$ cat config.mk
export PLATFORM = sky130hd
export DESIGN_NAME = imem_loader
export DESIGN_NICKNAME = d
export VERILOG_FILES = /design/src/rtl/imem_loader.sv
export SDC_FILE = /design/constraint.sdc
export NUM_CORES = 1
export LEC_CHECK = 0
export BUFFER_PORTS_ARGS = -buffer_cell sky130_fd_sc_hd__buf_4
export CAP_MARGIN = 10
export CORE_UTILIZATION = 51
export CTS_CLUSTER_SIZE = 12
export DETAILED_ROUTE_END_ITERATION = 10
export HOLD_SLACK_MARGIN = 0.08
export PLACE_DENSITY = 0.84
export SETUP_SLACK_MARGIN = 0.5
export SLEW_MARGIN = 20
export SYNTH_ARGS = -nofsm -noshare
export SYNTH_HDL_FRONTEND = slang
export SYNTH_SLANG_ARGS = --single-unit
$ cat constraint.sdc
create_clock -name CLK -period 7.15 [get_ports CLK]
set_input_delay 0.3575 -clock CLK [delete_from_list [all_inputs] [get_ports CLK]]
set_output_delay 0.3575 -clock CLK [all_outputs]
set_load 0.02 [all_outputs]
$ cat src/rtl/imem_loader.sv
// rtl/imem_loader.sv - byte-stream boot loader for the instruction memory
//
// Receives a little-endian boot image (8-byte start PC, 4-byte word count N,
// N 32-bit words), writes each word to the instruction memory and then
// releases the core from reset with the captured start PC.
//
// Optional build macro: IMEM_LOADER_CHECKSUM_EN adds a trailing XOR checksum
// byte covering every preceding stream byte.
//
// Ports:
//   CLK           clock, rising edge
//   reset         asynchronous active-high reset
//   in_valid      stream byte valid
//   in_data       stream byte
//   in_ready      loader accepts a byte this cycle
//   imem_wr_en    one-cycle instruction-memory write strobe
//   imem_wr_addr  byte address of the write
//   imem_wr_data  instruction word to write
//   startpc       start PC from the header
//   proc_resetl   core reset, active-low
//   busy          load in progress
//   error         sticky error flag
//   words_loaded  words written so far
module imem_loader #(
  parameter int unsigned MAX_WORDS = 1024,
  parameter logic [63:0] BASE_ADDR = 64'h0
) (
  input  logic        CLK,
  input  logic        reset,
  input  logic        in_valid,
  input  logic [7:0]  in_data,
  output logic        in_ready,
  output logic        imem_wr_en,
  output logic [63:0] imem_wr_addr,
  output logic [31:0] imem_wr_data,
  output logic [63:0] startpc,
  output logic        proc_resetl,
  output logic        busy,
  output logic        error,
  output logic [31:0] words_loaded
);

  typedef enum logic [2:0] {
    HDR_PC,
    HDR_CNT,
    DATA,
    DRAIN,
    RUN,
    ERROR
`ifdef IMEM_LOADER_CHECKSUM_EN
    , CHK
`endif
  } state_t;

  // State entered once the payload (or a zero count) has been consumed.
`ifdef IMEM_LOADER_CHECKSUM_EN
  localparam state_t END_STATE = CHK;
`else
  localparam state_t END_STATE = DRAIN;
`endif

  state_t      state_q, state_d;
  logic [2:0]  byte_cnt_q;
  logic [31:0] word_idx_q;
  logic [31:0] count_q;
  // Shared assembly register: bytes enter at the top and shift down, so a
  // complete 8-byte field sits in [63:0] and a 4-byte field in [63:32].
  logic [63:0] acc_q;
`ifdef IMEM_LOADER_CHECKSUM_EN
  logic [7:0]  xsum_q;
`endif

  logic        fire;
  logic        item_last;
  logic        ready_d;
  logic [63:0] acc_next;

  always_comb begin
    fire      = in_valid && in_ready;
    acc_next  = {in_data, acc_q[63:8]};
    item_last = (state_q == HDR_PC) ? (byte_cnt_q == 3'd7) : (byte_cnt_q == 3'd3);
    state_d   = state_q;
    case (state_q)
      HDR_PC: if (fire && item_last) state_d = HDR_CNT;
      HDR_CNT: begin
        if (fire && item_last) begin
          if (acc_next[63:32] > MAX_WORDS)  state_d = ERROR;
          else if (acc_next[63:32] == 32'd0) state_d = END_STATE;
          else                               state_d = DATA;
        end
      end
      DATA: if (fire && item_last && (word_idx_q + 32'd1 == count_q)) state_d = END_STATE;
`ifdef IMEM_LOADER_CHECKSUM_EN
      CHK: if (fire) state_d = (in_data == xsum_q) ? DRAIN : ERROR;
`endif
      DRAIN: state_d = RUN;
      default: state_d = state_q;
    endcase

    // Ready follows the next state so no byte slips in during DRAIN.
    case (state_d)
      HDR_PC, HDR_CNT, DATA: ready_d = 1'b1;
`ifdef IMEM_LOADER_CHECKSUM_EN
      CHK: ready_d = 1'b1;
`endif
      default: ready_d = 1'b0;
    endcase
  end

  always_ff @(posedge CLK or posedge reset) begin
    if (reset) begin
      state_q      <= HDR_PC;
      byte_cnt_q   <= 3'd0;
      word_idx_q   <= 32'd0;
      count_q      <= 32'd0;
      acc_q        <= 64'd0;
`ifdef IMEM_LOADER_CHECKSUM_EN
      xsum_q       <= 8'd0;
`endif
      in_ready     <= 1'b0;
      imem_wr_en   <= 1'b0;
      imem_wr_addr <= 64'd0;
      imem_wr_data <= 32'd0;
      startpc      <= 64'd0;
      proc_resetl  <= 1'b0;
      busy         <= 1'b1;
      error        <= 1'b0;
      words_loaded <= 32'd0;
    end else begin
      state_q    <= state_d;
      in_ready   <= ready_d;
      imem_wr_en <= 1'b0;
      // Status lags the state by one register so the core sees release one
      // cycle after DRAIN has let the final write settle.
      proc_resetl <= (state_q == RUN);
      busy        <= !((state_q == RUN) || (state_q == ERROR));
      error       <= (state_q == ERROR);

      if (fire) begin
        acc_q      <= acc_next;
        byte_cnt_q <= item_last ? 3'd0 : byte_cnt_q + 3'd1;
`ifdef IMEM_LOADER_CHECKSUM_EN
        xsum_q     <= xsum_q ^ in_data;
`endif
        case (state_q)
          HDR_PC:  if (item_last) startpc <= acc_next;
          HDR_CNT: if (item_last) count_q <= acc_next[63:32];
          DATA: begin
            if (item_last) begin
              imem_wr_en   <= 1'b1;
              imem_wr_addr <= BASE_ADDR + {30'd0, word_idx_q, 2'b00};
              imem_wr_data <= acc_next[63:32];
              words_loaded <= word_idx_q + 32'd1;
              word_idx_q   <= word_idx_q + 32'd1;
            end
          end
          default: ;
        endcase
      end
    end
  end

endmodule

==> impl_metrics.ini, run 1 <==
[global_routing]
global_route.usage.total_pct = 23.85
maximum_number_of_pins_on_one_net_before_global_route_repair = 189
grt.met2_usage_pct = 38.16
gr-usage-met1_pct = 34.26
grt_first_pass_wirelength_microns = 44550
globalRouteOverflowTotal = 0
most_crowded_layer_gr = met2
first_global_vias = 8191
initial_antenna_violation_count = 0
globalRouteMet3Util_pct = 3.584

[sta]
clock-skew-final_ns = 0.02467
max_slew_violations = 0
fmax_mhz = 296.3
timing_worst_slew_pin_value_ns = 0.9876
rsz0062_at_grt = no
final.hold.worst_slack_ns = 0.09603
final.min_clock_period_ns = 3.375
worst_slew_margin_rel_pct = 34.16
hold_viol = 0
setup_viol_count_final = 0
setup-tns-final_ns = 0
final.period_utilization_pct = 47.20

[setup_path]
crit_type = flop to flop
crit_path_end_kind = flop
critPathLaunchType = flop
crit_arrival_ns = 3.82
critPathRequiredTime_ns = 7.59
r2r_depth = 8
crit_fanout = 13

[logic_synthesis]
ys_types = 70
synth_async_sr_flop_share_pct = 100.0
post_synth_edffs = 0
synth_area_sq_um = 11520
synthAdderAreaFrac_pct = 0.2171
synthMuxAreaShare_pct = 8.783
yosys_most_used_dff = dfrtp_1
syn_inst = 1112
syn_area_per_cell_sq_um = 10.36
synth_compound_gate_area_share_pct = 3.192
synthSimpleGateAreaFrac_pct = 20.59
postSynthRegisterBits = 259
synth_top_family_by_area = simple AND/OR/NAND/NOR gates
ys_seq_area_share_pct = 56.25
yosysWarnings = 0
synth_xor_xnor_area_share_pct = 5.472

[hold_path]
whs_path_depth = 3
hold_class = input port to flop

[route]
detail_route.drc_violations = 16
dr.pass1.iters = 10
antenna_left = 0
post_drt_wl_per_cell_microns = 17.79
vias = 8366
drt_iter0_drc = 619
postRouteWirelength_microns = 27720
vias_per_cell = 5.370

[clock_network]
clk_latency_ns = 0.53
postCtsResizedCells = 0
clk_pin_slew_ns = 0.06
cts_htree_levels = 1
tritoncts = yes
cts.path.max_buffers = 3
clock_sink_count = 259
root_buffer = clkbuf_16
cts-buffers-inserted = 27

[layout]
drive_above_1_share_pct = 26.21
diodes = 0
area.sequential_sq_um = 6482
n_fill_cell = 1736
final_core_utilization_pct = 62.01
multi_input_comb_area_sq_um = 4538
nNetsFinal = 1276
area_delta_synth_final_pct = 18.14

[die]
dieWidth_microns = 152.3
boundaryPins = 208
initial_utilization_pct = 52.48
die-height_microns = 152.3
std_cell_rows = 54
die_area_sq_um = 23200
core_area_sq_um = 21960

[pwr]
static-leakage-power_nw = 7.433
post-layout-total-power_mw = 2.811
worst_vdd_rail_ir_drop_mv = 0.1587
power_density_nw_per_um2 = 206.4

[flow_run]
timing.max_cap.violations = 0

[outcome]
run_status = finished with violations
failed_checks = design-rule violations

[placement]
place.gp.congestion = 0.9371
detailedPlacementHpwl_microns = 18850
io_buffer_count = 175
## synthesized netlist by cell type (all sizes together) (3+ instances only)
master | n | area [sq um]
clkbuf | 35 | 203.9
o2111ai | 3 | 26.28
nor4 | 19 | 155.2
and4 | 6 | 55.05
a21oi | 5 | 25.02
o21ai | 9 | 45.04
a31oi | 4 | 25.02
nor2 | 23 | 86.33
nand2 | 407 | 1528
or4 | 3 | 22.52
buf | 59 | 384.1
nand4b | 3 | 26.28
and3 | 8 | 53.80
mux2 | 89 | 1002
nand4 | 18 | 163.9
xnor2 | 44 | 385.4
xor2 | 28 | 245.2
inv | 11 | 41.29
dfrtp | 258 | 6456
nand3 | 24 | 137.6
nor3 | 15 | 85.08
## layout make-up
type / count / area share, %
Clock buffer: 39 / 5.440
Multi-Input combinational cell: 779 / 33.33
Clock inverter: 5 / 0.3860
Tap cell: 280 / 2.573
Inverter: 11 / 0.3308
Timing Repair Buffer: 185 / 10.33
Sequential cell: 259 / 47.61
## critical path: stages, from the launching register on
cell and delay, ns:
dfrtp_1 0.56, ha_1 0.31, nand3_2 0.19, nor4_4 0.75, nand4_1 0.27, xnor2_1 0.19, a2111o_1 0.43, nor4_2 0.36
o221a_1 0.23
## timing repair
action,CTS,global route
hold endpoints to repair,3,0
setup buffers,0,0
setup endpoints to repair,0,0
hold buffers,2,0
## worst paths after layout
path / start / to / slack, ns
worst max-delay path: word_idx_q[0]$_DFFE_PP0P_ / state_q[0]$_DFF_PP0_ / 3.78
worst min-delay path: in_data[4] / startpc[60]$_DFFE_PP0P_ / 0.1
worst max register to register: word_idx_q[0]$_DFFE_PP0P_ / state_q[0]$_DFF_PP0_ / 3.78
worst min register to register: acc_q[10]$_DFFE_PP0P_ / startpc[2]$_DFFE_PP0P_ / 0.47
max in group asynchronous: reset / acc_q[51]$_DFFE_PP0P_ / 5.54
min in group asynchronous: reset / imem_wr_addr[7]$_DFFE_PP0P_ / 0.14
## where the power goes
part | switching, mW | leakage [nW] | internal (mW) | total, mW
sequential | 0 | 3.61 | 1.47 | 1.47
clock | 0.544 | 0.385 | 0.747 | 1.29
combinational | 0.0474 | 3.44 | 0.00634 | 0.0537
total | 0.591 | 7.43 | 2.22 | 2.81
## through the flow
stage | area (sq um) | std cells | worst slack (ns)
floorplan | 11640 | 1143 | 3.380
global placement | 12800 | 1512 | 3.915
detailed placement | 12800 | 1512 | 3.792
CTS | 13620 | 1558 | 3.788
global route | 13620 | 1558 | 3.488
finish | 13620 | 1558 | 3.775
## routing by layer
layer | wire length, microns | share of wire [%] | up-vias
li1 | - | - | 3896
met1 | 12430 | 45 | 4142
met2 | 12950 | 47 | 288
met3 | 1811 | 6.5 | 40
met4 | 520 | 1.9 | 0
met5 | 0 | 0 | -
## registers in the layout, indices dropped and copies added, names as in the netlist
signal and count:
imem_wr_data 32, in_ready 1, acc_q 56, count_q 32, busy 1, error 1
byte_cnt_q 3, imem_wr_en 1, proc_resetl 1, startpc 64, word_idx_q 32, imem_wr_addr 32
state_q 3
## kinds of logic (layout without fill, tap and decap cells)
kind of cell               count (synthesis)  in the layout
and+or+nand+nor                          534            534
DFF                                      259            259
buffers and inverters                    105            240
muxes                                     90             90
xor gates and xnor gates                  72             72
AOI/OAI and AO/OA                         49             49
adders and majority gates                  2              2
other                                      1             32
## placed cells by master, fill, tap and decap left out, types with 5 or more instances in the layout
cell type	n
nor3_1	13
conb_1	32
nand4_1	14
a21oi_1	5
mux2_2	88
nor2_1	23
clkbuf_1	10
clkbuf_16	27
xor2_1	28
nand3_1	21
xnor2_1	44
dfrtp_1	258
nor4_1	16
o21ai_0	9
nand2_1	406
inv_1	9
buf_4	182
Power figures use the tool's default switching activity.
==> run 2: changes to the inputs <==
Settings changed: CORE_UTILIZATION 51 to 55, PLACE_DENSITY 0.84 to 0.86.
Clock period 7.15 ns to 3.25 ns, I/O delays scaled along.
==> run 2 against run 1 <==
Compared with the run above: the run now ends clean; final cell count is 0.19% higher; sequential share of layout area fell by 0.64 points; cell area rose by 1.6%; clock power increased by 110%; via count up 3.3%; hold slack improved by 0.31 ns; critical path depth fell by 1; first-iteration DRC count grew 3.1%; routed wire length rose by 6.4%; power increased by 120%; sequential power is 120% higher.
==> impl_metrics.ini, run 2 (synthesis results as in run 1) <==
[route]
post_drt_wl_per_cell_microns = 18.88
drt_iter0_drc = 638
vias = 8644
dr.pass1.iters = 5
postRouteWirelength_microns = 29480
vias_per_cell = 5.537
detail_route.drc_violations = 0
antenna_left = 0

[layout]
area_delta_synth_final_pct = 20.00
nNetsFinal = 1297
final_core_utilization_pct = 67.91
final-instance-count-excl-fill = 1561
regMostFlops = startpc
largest_register_ff_count = 64
final_cell_area_sq_um = 13830
diodes = 0
reg.largest.list = startpc x64, acc_q x56
drive_above_1_share_pct = 27.96
most-common-layout-cells = 406 x nand2_1, 247 x dfrtp_1, 193 x buf_4, 88 x mux2_2, 44 x xnor2_1
final_common_cell = nand2_1
n_fill_cell = 1487

[placement]
detailedPlacementHpwl_microns = 19950
io_buffer_count = 175
place.gp.congestion = 0.8910
dpl-instance-area_sq_um = 12900
pre_cts_ws_ns = 0.3497
placed_cells = 1513

[global_routing]
globalRouteOverflowTotal = 0
grt_first_pass_wirelength_microns = 47160
initial_antenna_violation_count = 0
global_route.usage.total_pct = 27.58
first_global_vias = 8564
maximum_number_of_pins_on_one_net_before_global_route_repair = 94

[setup_path]
r2r_depth = 7
reg2reg_capture_point = state_q[0]$_DFF_PP0_
crit_fanout = 12
worst_path_max_delay_cell = dfrtp_2
crit_path_end_kind = flop
beginning_of_the_worst_register_to_register_path = word_idx_q[4]$_DFFE_PP0P_
path_cells = nand4_4 > nor4_4 > nand4_1 > xnor2_1 > a2111o_1 > nor4_4 > o221a_1
crit_type = flop to flop
critPathRequiredTime_ns = 3.70
cp_common_cell = nor4_4
critical_path.max_stage_delay_ns = 0.54
reg2reg_setup_slack_ns = 0.61
crit_arrival_ns = 3.09
critPathLaunchType = flop

[die]
die-height_microns = 146.8
initial_utilization_pct = 56.59
die_area_sq_um = 21540
dieWidth_microns = 146.8
core_area_sq_um = 20360
boundaryPins = 208
std_cell_rows = 52

[sta]
setup_viol_count_final = 0
worst_slew_margin_rel_pct = 38.57
clock-skew-final_ns = 0.01339
fmax_mhz = 378.9
setup-tns-final_ns = 0
finalWorstSetupSlack_ns = 0.6110
hold_viol = 0
rsz0062_at_grt = no
timing_worst_slew_pin_value_ns = 0.9215
final.period_utilization_pct = 81.20
max_slew_violations = 0
final.min_clock_period_ns = 2.639

[hold_path]
hold_class = input port to asynchronous set/reset pin

[pwr]
power_density_nw_per_um2 = 437.5
static-leakage-power_nw = 7.543
worst_vdd_rail_ir_drop_mv = 0.4192

[clock_network]
cts-buffers-inserted = 26
cts.path.max_buffers = 3
cts_htree_levels = 1
root_buffer = clkbuf_16
clock_sink_count = 259
clk_pin_slew_ns = 0.06
clk_latency_ns = 0.52
tritoncts = yes

[outcome]
run_status = finished, final reports clean

[flow_run]
timing.max_cap.violations = 0
==> run 2: report_power, final <==
| group | internal, mW | switching [mW] | leakage [nW] |
|---|---|---|---|
| combinational | 0.0253 | 0.108 | 3.59 |
| sequential | 3.23 | 0 | 3.59 |
| clock | 1.55 | 1.15 | 0.362 |
| total | 4.80 | 1.25 | 7.54 |
==> run 2: repair_timing <==
action                                 CTS  global route
setup buffers                            0             3
setup endpoints to repair                2             2
hold buffers                            10             0
pin swaps                                1             2
endpoints found under the hold margin  291             0
resized for setup                        8            13
==> run 2: worst max path at each step <==
stage | slack, ns | endpoint | startpoint
finish | 0.61 | state_q[0]$_DFF_PP0_ | word_idx_q[4]$_DFFE_PP0P_
global route | 0.49 | in_ready$_DFF_PP0_ | word_idx_q[7]$_DFFE_PP0P_
CTS | 0.52 | state_q[0]$_DFF_PP0_ | word_idx_q[13]$_DFFE_PP0P_
detailed placement | 0.35 | state_q[0]$_DFF_PP0_ | word_idx_q[1]$_DFFE_PP0P_
global placement | 0.44 | state_q[0]$_DFF_PP0_ | word_idx_q[1]$_DFFE_PP0P_
floorplan | -0.33 | acc_q[10]$_DFFE_PP0P_ | reset
==> run 2: cell type report <==
class / instances / area (sq um) / area share, %
flip-flops and latches: 259 / 6496 / 46.97
clock inverters: 2 / 12.51 / 0.09047
well taps: 270 / 337.8 / 2.443
multi-input cells: 779 / 4589 / 33.19
inverters: 11 / 45.04 / 0.3257
repair buffers: 207 / 1620 / 11.72
clock buffers: 33 / 728.2 / 5.266
==> run 2: through the flow <==
| stage | hold WS [ns] | power (mW) |
|---|---|---|
| after floorplan | 0.2679 | 3.395 |
| after global placement | 0.3897 | 3.409 |
| after detailed placement | 0.3889 | 3.410 |
| after CTS | 0.4073 | 6.091 |
| after global routing | 0.4315 | 6.232 |
| final | 0.4014 | 6.050 |
==> run 2: worst max-delay path: cells and delay by family (launching register included) <==
family	cells	cell delay [ns]
AO/OA/AOI/OAI	2	0.69
XOR/XNOR	1	0.18
flip-flops	1	0.54
AND/OR/NAND/NOR	4	1.16
==> run 2: metal layers <==
| layer | routed length, microns | global-route usage [%] | vias to the layer above |
|---|---|---|---|
| met3 | 1930 | 4.006 | 51 |
| met4 | 588 | 7.240 | 0 |
| li1 | - | - | 3922 |
| met2 | 14010 | 43.58 | 354 |
| met5 | 0 | 0 | - |
| met1 | 12950 | 40.20 | 4317 |
==> run 3: changes to the inputs <==
Clock period 3.25 ns to 2.6 ns, I/O delays scaled along.
==> run 3 against run 2 <==
Compared with the run above: non-clock buffer count grew 66; largest power group unchanged; hold slack lost 0.19 ns; power grew 30%; critical path type unchanged.
==> impl_metrics.ini, run 3 (synthesis results as in run 1) <==
[outcome]
run_status = finished, final reports clean

[clock_network]
cts_htree_levels = 1
root_buffer = clkbuf_16
cts.path.max_buffers = 3
clock_sink_count = 259
clk_latency_ns = 0.52
clk_pin_slew_ns = 0.06
cts-buffers-inserted = 27
tritoncts = yes

[route]
post_drt_wl_per_cell_microns = 18.65
highest_layer = met4
antenna_left = 0
vias_per_cell = 5.522
dr.pass1.iters = 6
drt-met1-wl_microns = 13190
routed-wl-met3_microns = 1881
drt_iter0_drc = 788
dr_wl_met2_microns = 14840
vias = 9034
detail_route.drc_violations = 0
postRouteWirelength_microns = 30510

[layout]
final_common_cell = nand2_1
reg.largest.list = startpc x64, acc_q x56
regMostFlops = startpc
most-common-layout-cells = 404 x nand2_1, 247 x buf_4, 245 x dfrtp_1, 88 x mux2_2, 41 x xnor2_1
diodes = 0
final_core_utilization_pct = 72.16
largest_register_ff_count = 64
final-instance-count-excl-fill = 1636
nNetsFinal = 1364
final_cell_area_sq_um = 14700
n_fill_cell = 1318
drive_above_1_share_pct = 33.60
area_delta_synth_final_pct = 27.51

[die]
std_cell_rows = 52
dieWidth_microns = 146.8
die_area_sq_um = 21540
initial_utilization_pct = 56.59
boundaryPins = 208
core_area_sq_um = 20360
die-height_microns = 146.8

[pwr]
static-leakage-power_nw = 8.014
post-layout-total-power_mw = 7.871
power_density_nw_per_um2 = 535.6
worst_vdd_rail_ir_drop_mv = 0.4569

[sta]
final.hold.worst_slack_ns = 0.2152
timing_worst_slew_pin_value_ns = 0.5303
setup-tns-final_ns = 0
fmax_mhz = 421.5
rsz0062_at_grt = yes
clock-skew-final_ns = 0.008716
finalWorstSetupSlack_ns = 0.2276
worst_slew_margin_rel_pct = 64.57
hold_viol = 0
setup_viol_count_final = 0
final.min_clock_period_ns = 2.372
max_slew_violations = 0
final.period_utilization_pct = 91.25

[setup_path]
crit_type = flop to flop
crit_path_end_kind = flop
crit_fanout = 7
critPathLaunchType = flop
critPathRequiredTime_ns = 3.06
crit_arrival_ns = 2.83

[placement]
placed_cells = 1550
pre_cts_ws_ns = -0.008799
dpl-instance-area_sq_um = 13200
place.gp.congestion = 0.9177
detailedPlacementHpwl_microns = 19970
io_buffer_count = 175

[global_routing]
global_route.usage.total_pct = 27.68
maximum_number_of_pins_on_one_net_before_global_route_repair = 80
grt_first_pass_wirelength_microns = 47640
globalRouteOverflowTotal = 0
initial_antenna_violation_count = 0
first_global_vias = 8791

[flow_run]
timing.max_cap.violations = 0

[hold_path]
hold_class = input port to asynchronous set/reset pin
## run 3: cell types whose count changed in the layout (fill, tap and decap cells not counted), moves of 3 or more
cell      change
buf_8         +3
nor4_1        -8
xnor2_1       -3
nor4_2        +8
buf_4        +54
clkbuf_1      +6
buf_6         +5
xnor2_2       +3
## run 3: final timing paths
| kind | from | endpoint | slack [ns] | cells past startpoint |
|---|---|---|---|---|
| max | word_idx_q[1]$_DFFE_PP0P_ | state_q[0]$_DFF_PP0_ | 0.23 | 10 |
| min | reset | byte_cnt_q[0]$_DFFE_PP0P_ | 0.22 | 3 |
| max reg2reg | word_idx_q[1]$_DFFE_PP0P_ | state_q[0]$_DFF_PP0_ | 0.23 | 10 |
| min reg2reg | acc_q[10]$_DFFE_PP0P_ | startpc[2]$_DFFE_PP0P_ | 0.46 | 2 |
| max in group asynchronous | reset | imem_wr_data[6]$_DFFE_PP0P_ | 1.62 | 4 |
| min in group CLK | in_data[1] | imem_wr_data[25]$_DFFE_PP0P_ | 0.41 | 4 |
## run 3: timing repair
item                                    4_1_cts  5_1_grt
gates resized for setup                      35       33
gates cloned                                  0        3
pin swaps                                     9        8
setup buffers                                15       14
hold buffers                                 10        0
endpoints found under the hold margin       163        0
endpoints found under the setup margin       70       71
## run 3: layer usage
metal | vias to the layer above | global-route usage (%)
met5 | - | 0
met4 | 0 | 6.927
met3 | 47 | 3.913
met2 | 363 | 44.98
met1 | 4535 | 39.43
li1 | 4089 | -
## run 3: power by group
group	switching (mW)	internal (mW)
clock	1.49	2.18
combinational	0.137	0.0337
sequential	0	4.03
## run 3: area by class of cell
cell class	count	area, sq um	area share [%]
Clock inverter	5	75.07	0.5109
Tap cell	270	337.8	2.299
Clock buffer	39	750.7	5.109
Timing Repair Buffer	273	2217	15.09
Inverter	11	45.04	0.3065
Sequential cell	259	6499	44.22
Multi-Input combinational cell	779	4771	32.47
## run 3: critical path: stages, from the launching register on
cell and delay, ns:
dfrtp_1 0.38, buf_6 0.14, nand4_4 0.16, nor4_4 0.31, buf_4 0.17, nand4_1 0.11
a211oi_2 0.30, o2111ai_2 0.15, nor4_2 0.26, buf_4 0.16, o221a_1 0.16
